[src/rtl/dht11_pkg.sv]
// dht11_pkg: FSM state encoding, error codes, default timing and checksum helper for the DHT11 reader.
package dht11_pkg;
  typedef enum logic [2:0] {
    ST_WAIT,
    ST_START,
    ST_RELEASE,
    ST_RESP_LOW,
    ST_RESP_HIGH,
    ST_BIT_LOW,
    ST_BIT_HIGH,
    ST_CHECK
  } state_t;
  localparam logic [1:0] ERR_NONE     = 2'd0;
  localparam logic [1:0] ERR_TIMEOUT  = 2'd1;
  localparam logic [1:0] ERR_CHECKSUM = 2'd2;
  localparam int DEF_CLK_FREQ_HZ   = 50_000_000;
  localparam int DEF_POWERUP_MS    = 1000;
  localparam int DEF_PERIOD_MS     = 2000;
  localparam int DEF_START_US      = 18000;
  localparam int DEF_BIT_THRESH_US = 40;
  localparam int DEF_TIMEOUT_US    = 100;
  function automatic logic [7:0] frame_sum(input logic [39:0] f);
    return f[39:32] + f[31:24] + f[23:16] + f[15:8];
  endfunction
endpackage

[src/rtl/dht11_tick_gen.sv]
// dht11_tick_gen: 1 us and 1 ms ticks from CLK_FREQ_HZ; clr realigns both so the clr cycle counts as the first cycle of a new microsecond.
module dht11_tick_gen
  import dht11_pkg::*;
#(
  parameter int CLK_FREQ_HZ = DEF_CLK_FREQ_HZ
) (
  input  logic clk,
  input  logic rst_n,
  input  logic clr,
  output logic us_tick,
  output logic ms_tick
);
  localparam int CYC = (CLK_FREQ_HZ < 1_000_000) ? 1 : CLK_FREQ_HZ / 1_000_000;
  localparam logic [15:0] DIV_MAX = 16'(CYC - 1);
  logic [15:0] div_q;
  logic [9:0]  us_q;
  assign us_tick = div_q >= DIV_MAX;
  assign ms_tick = us_tick && us_q == 10'd999;
  always_ff @(posedge clk or negedge rst_n)
    if (!rst_n) begin
      div_q <= 16'd1;
      us_q  <= '0;
    end else begin
      div_q <= clr ? 16'd1 : us_tick ? '0 : div_q + 16'd1;
      us_q  <= clr ? '0 : ms_tick ? '0 : us_tick ? us_q + 10'd1 : us_q;
    end
endmodule

[src/rtl/dht11_reader.sv]
// dht11_reader: periodic DHT11 single-wire frame reader with checksum and timeout reporting.
// Define DHT11_FRAC_EN to add the humidity_frac/temperature_frac outputs.
module dht11_reader
  import dht11_pkg::*;
#(
  parameter int CLK_FREQ_HZ   = DEF_CLK_FREQ_HZ,
  parameter int POWERUP_MS    = DEF_POWERUP_MS,
  parameter int PERIOD_MS     = DEF_PERIOD_MS,
  parameter int START_US      = DEF_START_US,
  parameter int BIT_THRESH_US = DEF_BIT_THRESH_US,
  parameter int TIMEOUT_US    = DEF_TIMEOUT_US
) (
  input  logic       clk,
  input  logic       rst_n,
  input  logic       dht_in,
  output logic       dht_oe,
  output logic [7:0] humidity,
  output logic [7:0] temperature,
  output logic       data_valid,
  output logic       err,
  output logic [1:0] err_code,
  output logic       busy
`ifdef DHT11_FRAC_EN
  ,
  output logic [7:0] humidity_frac,
  output logic [7:0] temperature_frac
`endif
);
  localparam logic [15:0] POWERUP_T = 16'(POWERUP_MS);
  localparam logic [15:0] PERIOD_T  = 16'(PERIOD_MS);
  localparam logic [15:0] START_T   = 16'(START_US);
  localparam logic [15:0] TO_T      = 16'(TIMEOUT_US);
  localparam logic [7:0]  THR_T     = 8'(BIT_THRESH_US);
  state_t      state_q, state_d;
  logic        s1, s2, s3, rise, fall;
  logic        us_tick, ms_tick, clr, tick_sel;
  logic [15:0] t_q;
  logic [7:0]  hi_q;
  logic [5:0]  bit_q;
  logic [39:0] sh_q;
  logic        first_q, to, tmo_fire, sum_ok, bit_v;
  dht11_tick_gen #(.CLK_FREQ_HZ(CLK_FREQ_HZ)) u_tick (
    .clk    (clk),
    .rst_n  (rst_n),
    .clr    (clr),
    .us_tick(us_tick),
    .ms_tick(ms_tick)
  );
  assign rise     = s2 & ~s3;
  assign fall     = ~s2 & s3;
  assign clr      = state_d != state_q;
  assign tick_sel = (state_q == ST_WAIT) ? ms_tick : us_tick;
  assign bit_v    = hi_q > THR_T;
  assign sum_ok   = frame_sum(sh_q) == sh_q[7:0];
  assign to       = (state_q inside {ST_RELEASE, ST_RESP_LOW, ST_RESP_HIGH, ST_BIT_LOW, ST_BIT_HIGH}) && t_q >= TO_T;
  assign tmo_fire = to && state_d == ST_WAIT;
  assign dht_oe   = state_q == ST_START;
  assign busy     = state_q != ST_WAIT;
  always_ff @(posedge clk or negedge rst_n)
    if (!rst_n) state_q <= ST_WAIT;
    else state_q <= state_d;
  // A line edge wins over a timeout landing in the same cycle.
  always_comb begin
    state_d = to ? ST_WAIT : state_q;
    case (state_q)
      ST_WAIT:      state_d = (t_q >= (first_q ? POWERUP_T : PERIOD_T)) ? ST_START : ST_WAIT;
      ST_START:     state_d = (t_q >= START_T) ? ST_RELEASE : ST_START;
      ST_RELEASE:   if (fall) state_d = ST_RESP_LOW;
      ST_RESP_LOW:  if (rise) state_d = ST_RESP_HIGH;
      ST_RESP_HIGH: if (fall) state_d = ST_BIT_LOW;
      ST_BIT_LOW:   if (rise) state_d = ST_BIT_HIGH;
      ST_BIT_HIGH:  if (fall) state_d = (bit_q == 6'd39) ? ST_CHECK : ST_BIT_LOW;
      default:      state_d = ST_WAIT;
    endcase
  end
  always_ff @(posedge clk or negedge rst_n)
    if (!rst_n) begin
      s1          <= 1'b1;
      s2          <= 1'b1;
      s3          <= 1'b1;
      t_q         <= '0;
      hi_q        <= '0;
      bit_q       <= '0;
      sh_q        <= '0;
      first_q     <= 1'b1;
      humidity    <= '0;
      temperature <= '0;
      data_valid  <= 1'b0;
      err         <= 1'b0;
      err_code    <= ERR_NONE;
`ifdef DHT11_FRAC_EN
      humidity_frac    <= '0;
      temperature_frac <= '0;
`endif
    end else begin
      s1          <= dht_in;
      s2          <= s1;
      s3          <= s2;
      t_q         <= clr ? '0 : (tick_sel && t_q != 16'hFFFF) ? t_q + 16'd1 : t_q;
      hi_q        <= (state_q == ST_BIT_LOW && rise) ? '0 : (state_q == ST_BIT_HIGH && us_tick && hi_q != 8'hFF) ? hi_q + 8'd1 : hi_q;
      bit_q       <= (state_q == ST_START) ? '0 : (state_q == ST_BIT_HIGH && fall) ? bit_q + 6'd1 : bit_q;
      sh_q        <= (state_q == ST_START) ? '0 : (state_q == ST_BIT_HIGH && fall) ? {sh_q[38:0], bit_v} : sh_q;
      first_q     <= first_q && state_d == ST_WAIT;
      data_valid  <= state_q == ST_CHECK && sum_ok;
      err         <= (state_q == ST_CHECK && !sum_ok) || tmo_fire;
      err_code    <= (state_q == ST_CHECK) ? (sum_ok ? ERR_NONE : ERR_CHECKSUM) : tmo_fire ? ERR_TIMEOUT : err_code;
      humidity    <= (state_q == ST_CHECK && sum_ok) ? sh_q[39:32] : humidity;
      temperature <= (state_q == ST_CHECK && sum_ok) ? sh_q[23:16] : temperature;
`ifdef DHT11_FRAC_EN
      humidity_frac    <= (state_q == ST_CHECK && sum_ok) ? sh_q[31:24] : humidity_frac;
      temperature_frac <= (state_q == ST_CHECK && sum_ok) ? sh_q[15:8] : temperature_frac;
`endif
    end
endmodule

[config.mk]
export PLATFORM = sky130hd
export DESIGN_NAME = dht11_reader
export DESIGN_NICKNAME = d
export VERILOG_FILES = /design/src/rtl/dht11_pkg.sv /design/src/rtl/dht11_tick_gen.sv /design/src/rtl/dht11_reader.sv
export SDC_FILE = /design/constraint.sdc
export NUM_CORES = 1
export LEC_CHECK = 0
export CORE_ASPECT_RATIO = 0.5
export CORE_MARGIN = 1
export CORE_UTILIZATION = 40
export CTS_CLUSTER_SIZE = 24
export DETAILED_ROUTE_END_ITERATION = 12
export PLACE_DENSITY = 0.66
export SYNTH_ARGS = -nofsm -noshare
export SYNTH_HDL_FRONTEND = slang
export SYNTH_HIERARCHICAL = 1
export SYNTH_SLANG_ARGS = --single-unit
[constraint.sdc]
create_clock -name clk -period 9.7 [get_ports clk]
set_input_delay 1.455 -clock clk [delete_from_list [all_inputs] [get_ports clk]]
set_output_delay 1.455 -clock clk [all_outputs]
set_load 0.02 [all_outputs]
== Word-level counts from Yosys, hierarchy flattened ==
Index checks and enable logic that the tools add are counted.

* Register bits after elaboration: 123
* Logic and storage cells: 96
* Input port bits: 3
* Output and inout bits: 22

* $lt $le $gt $ge: 5
* Bitwise gates (word level): 4
* Eq/ne operators: 13
* Reductions and logical operators: 22
* Mux-type cells: 28
* Add/sub/neg operators: 8

{| class="wikitable"
|+ Operators with widths
! operator !! count
|-
| $mux W40 || 2
|-
| $mux W16 || 4
|-
| $add A16 B1 Y16 const B || 2
|-
| $mux W10 || 3
|-
| $add A8 B8 Y8 || 3
|-
| $pmux W3 S7 || 1
|-
| $mux W3 || 6
|-
| $ge A16 B11 Y1 || 1
|-
| $ge A16 B15 Y1 const B || 1
|-
| $ge A16 B6 Y1 const B || 1
|-
| $ge A16 B7 Y1 const B || 1
|-
| $mux W8 || 2
|-
| $ne A16 B16 Y1 const B || 1
|-
| $eq A3 B3 Y1 const B || 4
|-
| $mux W6 || 2
|-
| $logic_and A1 B1 Y1 || 11
|-
| $mux W11 || 1
|-
| $add A10 B1 Y10 const B || 1
|-
| $eq A10 B10 Y1 const B || 1
|-
| $mux W2 || 5
|-
| $add A8 B1 Y8 const B || 1
|-
| $eq A8 B8 Y1 || 1
|-
| $gt A8 B6 Y1 const B || 1
|-
| $ne A8 B8 Y1 const B || 1
|-
| other kinds (14) || 23
|}

== Longest topological paths before layout ==
* Word-level depth: 10
* Gate-level depth with buffers: 13
* Depth with buffers taken out: 13

== Hierarchy ==
The synthesis kept the hierarchy.

{| class="wikitable"
|+ Modules (own cells, without submodules)
! module !! instances !! cells an instance !! sequential area each (um2) !! area each (um2)
|-
| dht11_reader || 1 || 505 || 2432.3 || 5127.4
|-
| dht11_tick_gen || 1 || 98 || 651.9 || 1163.6
|}

== Least setup slack after synthesis ==
Ideal clock, no wire load.

* Kind: reg-to-reg
* From: register sh_q[9]
* To: register humidity[5]
* Data required time: 9575 ps
* Period minus slack after synthesis: 3872 ps
* Stages on the path, launching flop included: 14
* Slack: 5828 ps
* Path buffers: 1
* Arrival: 3747 ps
* Cells stage by stage: dfrtp_1 fa_1 inv_1 fa_1 inv_1 ha_1 fa_1 a21o_2 a21oi_1 o21ai_0 xnor2_1 nor4_4 buf_6 mux2_4

* Longest elaborated chain between the ends: 3

{| class="wikitable"
|+ RTL lines
! item !! line !! source
|-
| start: declaration || dht11_reader.sv:40 || <nowiki>logic [39:0] sh_q;</nowiki>
|-
| start signal: assignment || dht11_reader.sv:102 || <nowiki>sh_q <= (state_q == ST_START) ? '0 : (state_q == ST_BIT_HIGH && fall) ? {sh_q[38:0], bit_v} : sh_q;</nowiki>
|-
| $add A8 B8 Y8 || dht11_pkg.sv:23 || <nowiki>return f[39:32] + f[31:24] + f[23:16] + f[15:8];</nowiki>
|-
| $eq A8 B8 Y1 || dht11_reader.sv:54 || <nowiki>assign sum_ok = frame_sum(sh_q) == sh_q[7:0];</nowiki>
|-
| $logic_and A1 B1 Y1 || dht11_reader.sv:107 || <nowiki>humidity <= (state_q == ST_CHECK && sum_ok) ? sh_q[39:32] : humidity;</nowiki>
|-
| end signal: assignment || dht11_reader.sv:107 ||
|-
| end: declaration || dht11_reader.sv:17 || <nowiki>output logic [7:0] humidity,</nowiki>
|}

No other way between the ends.
A chain may end at the register's enable or synchronous reset.

== Worst setup path after layout ==
Ends and elaborated chain as after synthesis.

==> results.md <==
* Pleak at 0.00345 uW
* Vias post-DR at 4,411
* Vias in the first global route at 4,397
* Fin Clk Skew at 0.00831 ns
* Arrival time worst endpoint at 4.66 ns
* Worst-path clk slew at 0.06 ns
* Share of layout cells above drive strength 1 at 0.120
* Most frequent CP cell: fa_1
* Largest cells by area after synthesis: dfrtp_1, nand2_1, fa_1
* Max Freq at 0.229 GHz
* Area of the die at 16,300 um^2
* Netlist Area Pre-Place at 6290 um^2
* Fin. max-slew vios at 0
* Layout area overhead at 17.0%
* Main synth FF type: dfrtp_1
* Final ANT Viol Nets at 0
* Post-synth EDFFs at 0
* Final period utilization at 0.450
* Post-Route WL at 12,400 um
* GRT Overall Usage at 0.170
* Crit path cell chain: fa_1 -> inv_1 -> fa_1 -> inv_1 -> ha_1 -> fa_1 -> a21o_2 -> a21oi_1 -> o21ai_0 -> xnor2_1 -> nor4_4 -> buf_4 -> mux2_4
* Fraction of registers with async set/reset at 1.00
* Reg2Reg Setup Slack at 5.34 ns
* Max Cap Violations at 0
* Yosys top cell area share at 0.469
* Synth Instances at 603
* GR Overflow Total at 0
* WL per Instance at 14.6 um
* Yosys cell types at 67
* CTS buffer count at 17
* Ports at 25
* Fin Setup TNS at 0 ns
* # DRC at 0
* #FFs+latches synth at 123
* Hold Buf Count CTS at 0
* Post-CTS sizing at 0
* Clk sink count at 123
* Crit path capture type: flip-flop
* First-pass GRT wire length at 21,800 um
* Initial DRC Count at 271
* Via density at 5.20
* Measured slew at the worst slew-check pin at 1.01 ns
* Final setup fails at 0
* Seq/Total Area, Yosys at 0.490
* Worst Path Max Fanout at 10
* Final Total Pwr at 1490 uW
* Syn_area_per_cell at 10.4 um^2
* Crit path max-delay family: adder cells
* Tmin final at 4.36 ns
* Die height at 90.7 um
* WS Path Type: flip-flop to flip-flop
* Die W at 179 um
* Cell Pwr Density at 203 nW/um^2
* Clock root buffer master: clkbuf_16
* Worst VDD drop at 0.149 mV
* Hold_ws at 0.360 ns
* Core Footprint at 14,900 um^2
* WP buf/inv at 3
* Initial antenna violation count at 0
* CP required at 10.00 ns
* Slowest cell on crit path: nor4_4
* Status: finished clean
* Final core occ at 0.494
* HP Class: flip-flop to flip-flop
* CTS tree: yes
* Final HPWL DP at 8090 um
* # H-tree levels at 4
* Postcts setup bufs at 0
* Clk Latency, worst-skew pair at 0.41 ns
* Cell taking the most area after synthesis: dfrtp_1
* DRT Pass-1 Iters at 4
* Worst slew margin at 0.322
* Crit path launch type: flip-flop
* I/O Buffers at 24
* RSZ-0062 raised after global routing: no
* Clock buffer depth at 2
* Most frequent cells in the layout: dfrtp_1, nand2_1, nor2_1
* Largest net degree at the start of global routing at 67
* Post-Place Worst Slack at 5.31 ns
* Fin nets at 675
* Max incr delay on CP at 0.67 ns
* RD Place Congestion at 0.833
* Initial core utilization at 0.422
* Fin worst setup slack at 5.34 ns
* Most common cell after layout, fill and taps aside: dfrtp_1
* Synth Warn # at 6
* N_diodes at 0
* Row Count at 31
* Hold Vio Cnt, Final at 0
per-layer routing:
layer | track usage | wire, um | vias to the layer above
met2 | 0.263 | 5850 | 52
met4 | 0.0693 | 213 | 0
met3 | 0.0375 | 312 | 22
li1 | - | - | 2126
met1 | 0.231 | 6000 | 2211
met5 | 0 | 0 | -
power breakdown:
part / leakage [uW] / switching, uW / total (uW) / internal [uW]
clock network: 0.000291 / 248 / 656 / 408
logic: 0.00150 / 176 / 265 / 89.0
registers: 0.00166 / 32.6 / 571 / 539
total: 0.00345 / 457 / 1490 / 1040
cell usage after synthesis (all sizes together), types with 13 or more instances:
library cell  count
xor2             28
a21oi            13
nor2             51
o21ai            21
nand2            89
fa               14
ha               20
nand3            46
mux2             16
xnor2            24
inv              29
clkbuf           14
dfrtp           118
worst reg2reg max path: stages, from the launching register on:
cell     delay, ns
dfrtp_1       0.41
fa_1          0.54
inv_1         0.05
fa_1          0.50
inv_1         0.04
ha_1          0.21
fa_1          0.40
a21o_2        0.23
a21oi_1       0.20
o21ai_0       0.14
xnor2_1       0.20
nor4_4        0.67
buf_4         0.33
mux2_4        0.32
through the flow:
stage,instance area (um^2),instances
floorplan,6320,612
global placement,6750,817
detailed placement,6750,817
CTS,7360,849
global route,7360,849
finish,7360,849
registers in the layout, indices dropped and copies added, names as in the netlist, 2 cells and up:
register / flops
bit_q: 6
state_q: 3
sh_q: 40
u_tick/div_q: 16
humidity: 8
temperature: 8
err_code: 2
t_q: 16
hi_q: 8
u_tick/us_q: 10
final timing paths:
check | start | endpoint | cells after the start
worst max-delay path | sh_q[9]$_DFFE_PN0P_ | humidity[5]$_DFFE_PN0P_ | 13
worst min register to register | s1$_DFF_PN1_ | s2$_DFF_PN1_ | 0
worst max register to register | sh_q[9]$_DFFE_PN0P_ | humidity[5]$_DFFE_PN0P_ | 13
min in group asynchronous | rst_n | sh_q[24]$_DFFE_PN0P_ | 1
worst min-delay path | s1$_DFF_PN1_ | s2$_DFF_PN1_ | 0
max in group asynchronous | rst_n | sh_q[34]$_DFFE_PN0P_ | 2
cell families (layout without fill, tap and decap cells):
kind of cell	after synthesis	count (layout)	synth area share
AO/OA/AOI/OAI	74	74	0.0843
AND/OR/NAND/NOR	250	250	0.197
other	2	11	0.00119
multiplexers	17	17	0.0356
XOR/XNOR	52	52	0.0724
buffers and inverters	51	90	0.0344
adder cells (fa/ha/maj)	34	34	0.0843
flip-flops	123	123	0.490
layout make-up:
class,instances,area [um^2]
fillers,1370,7530
flip-flops and latches,123,3080
multi-input cells,438,3030
clock buffers,17,425
repair buffers,29,275
well taps,198,248
clock inverters,15,188
inverters,29,109
Note: power is estimated with default switching activity, not from simulation.
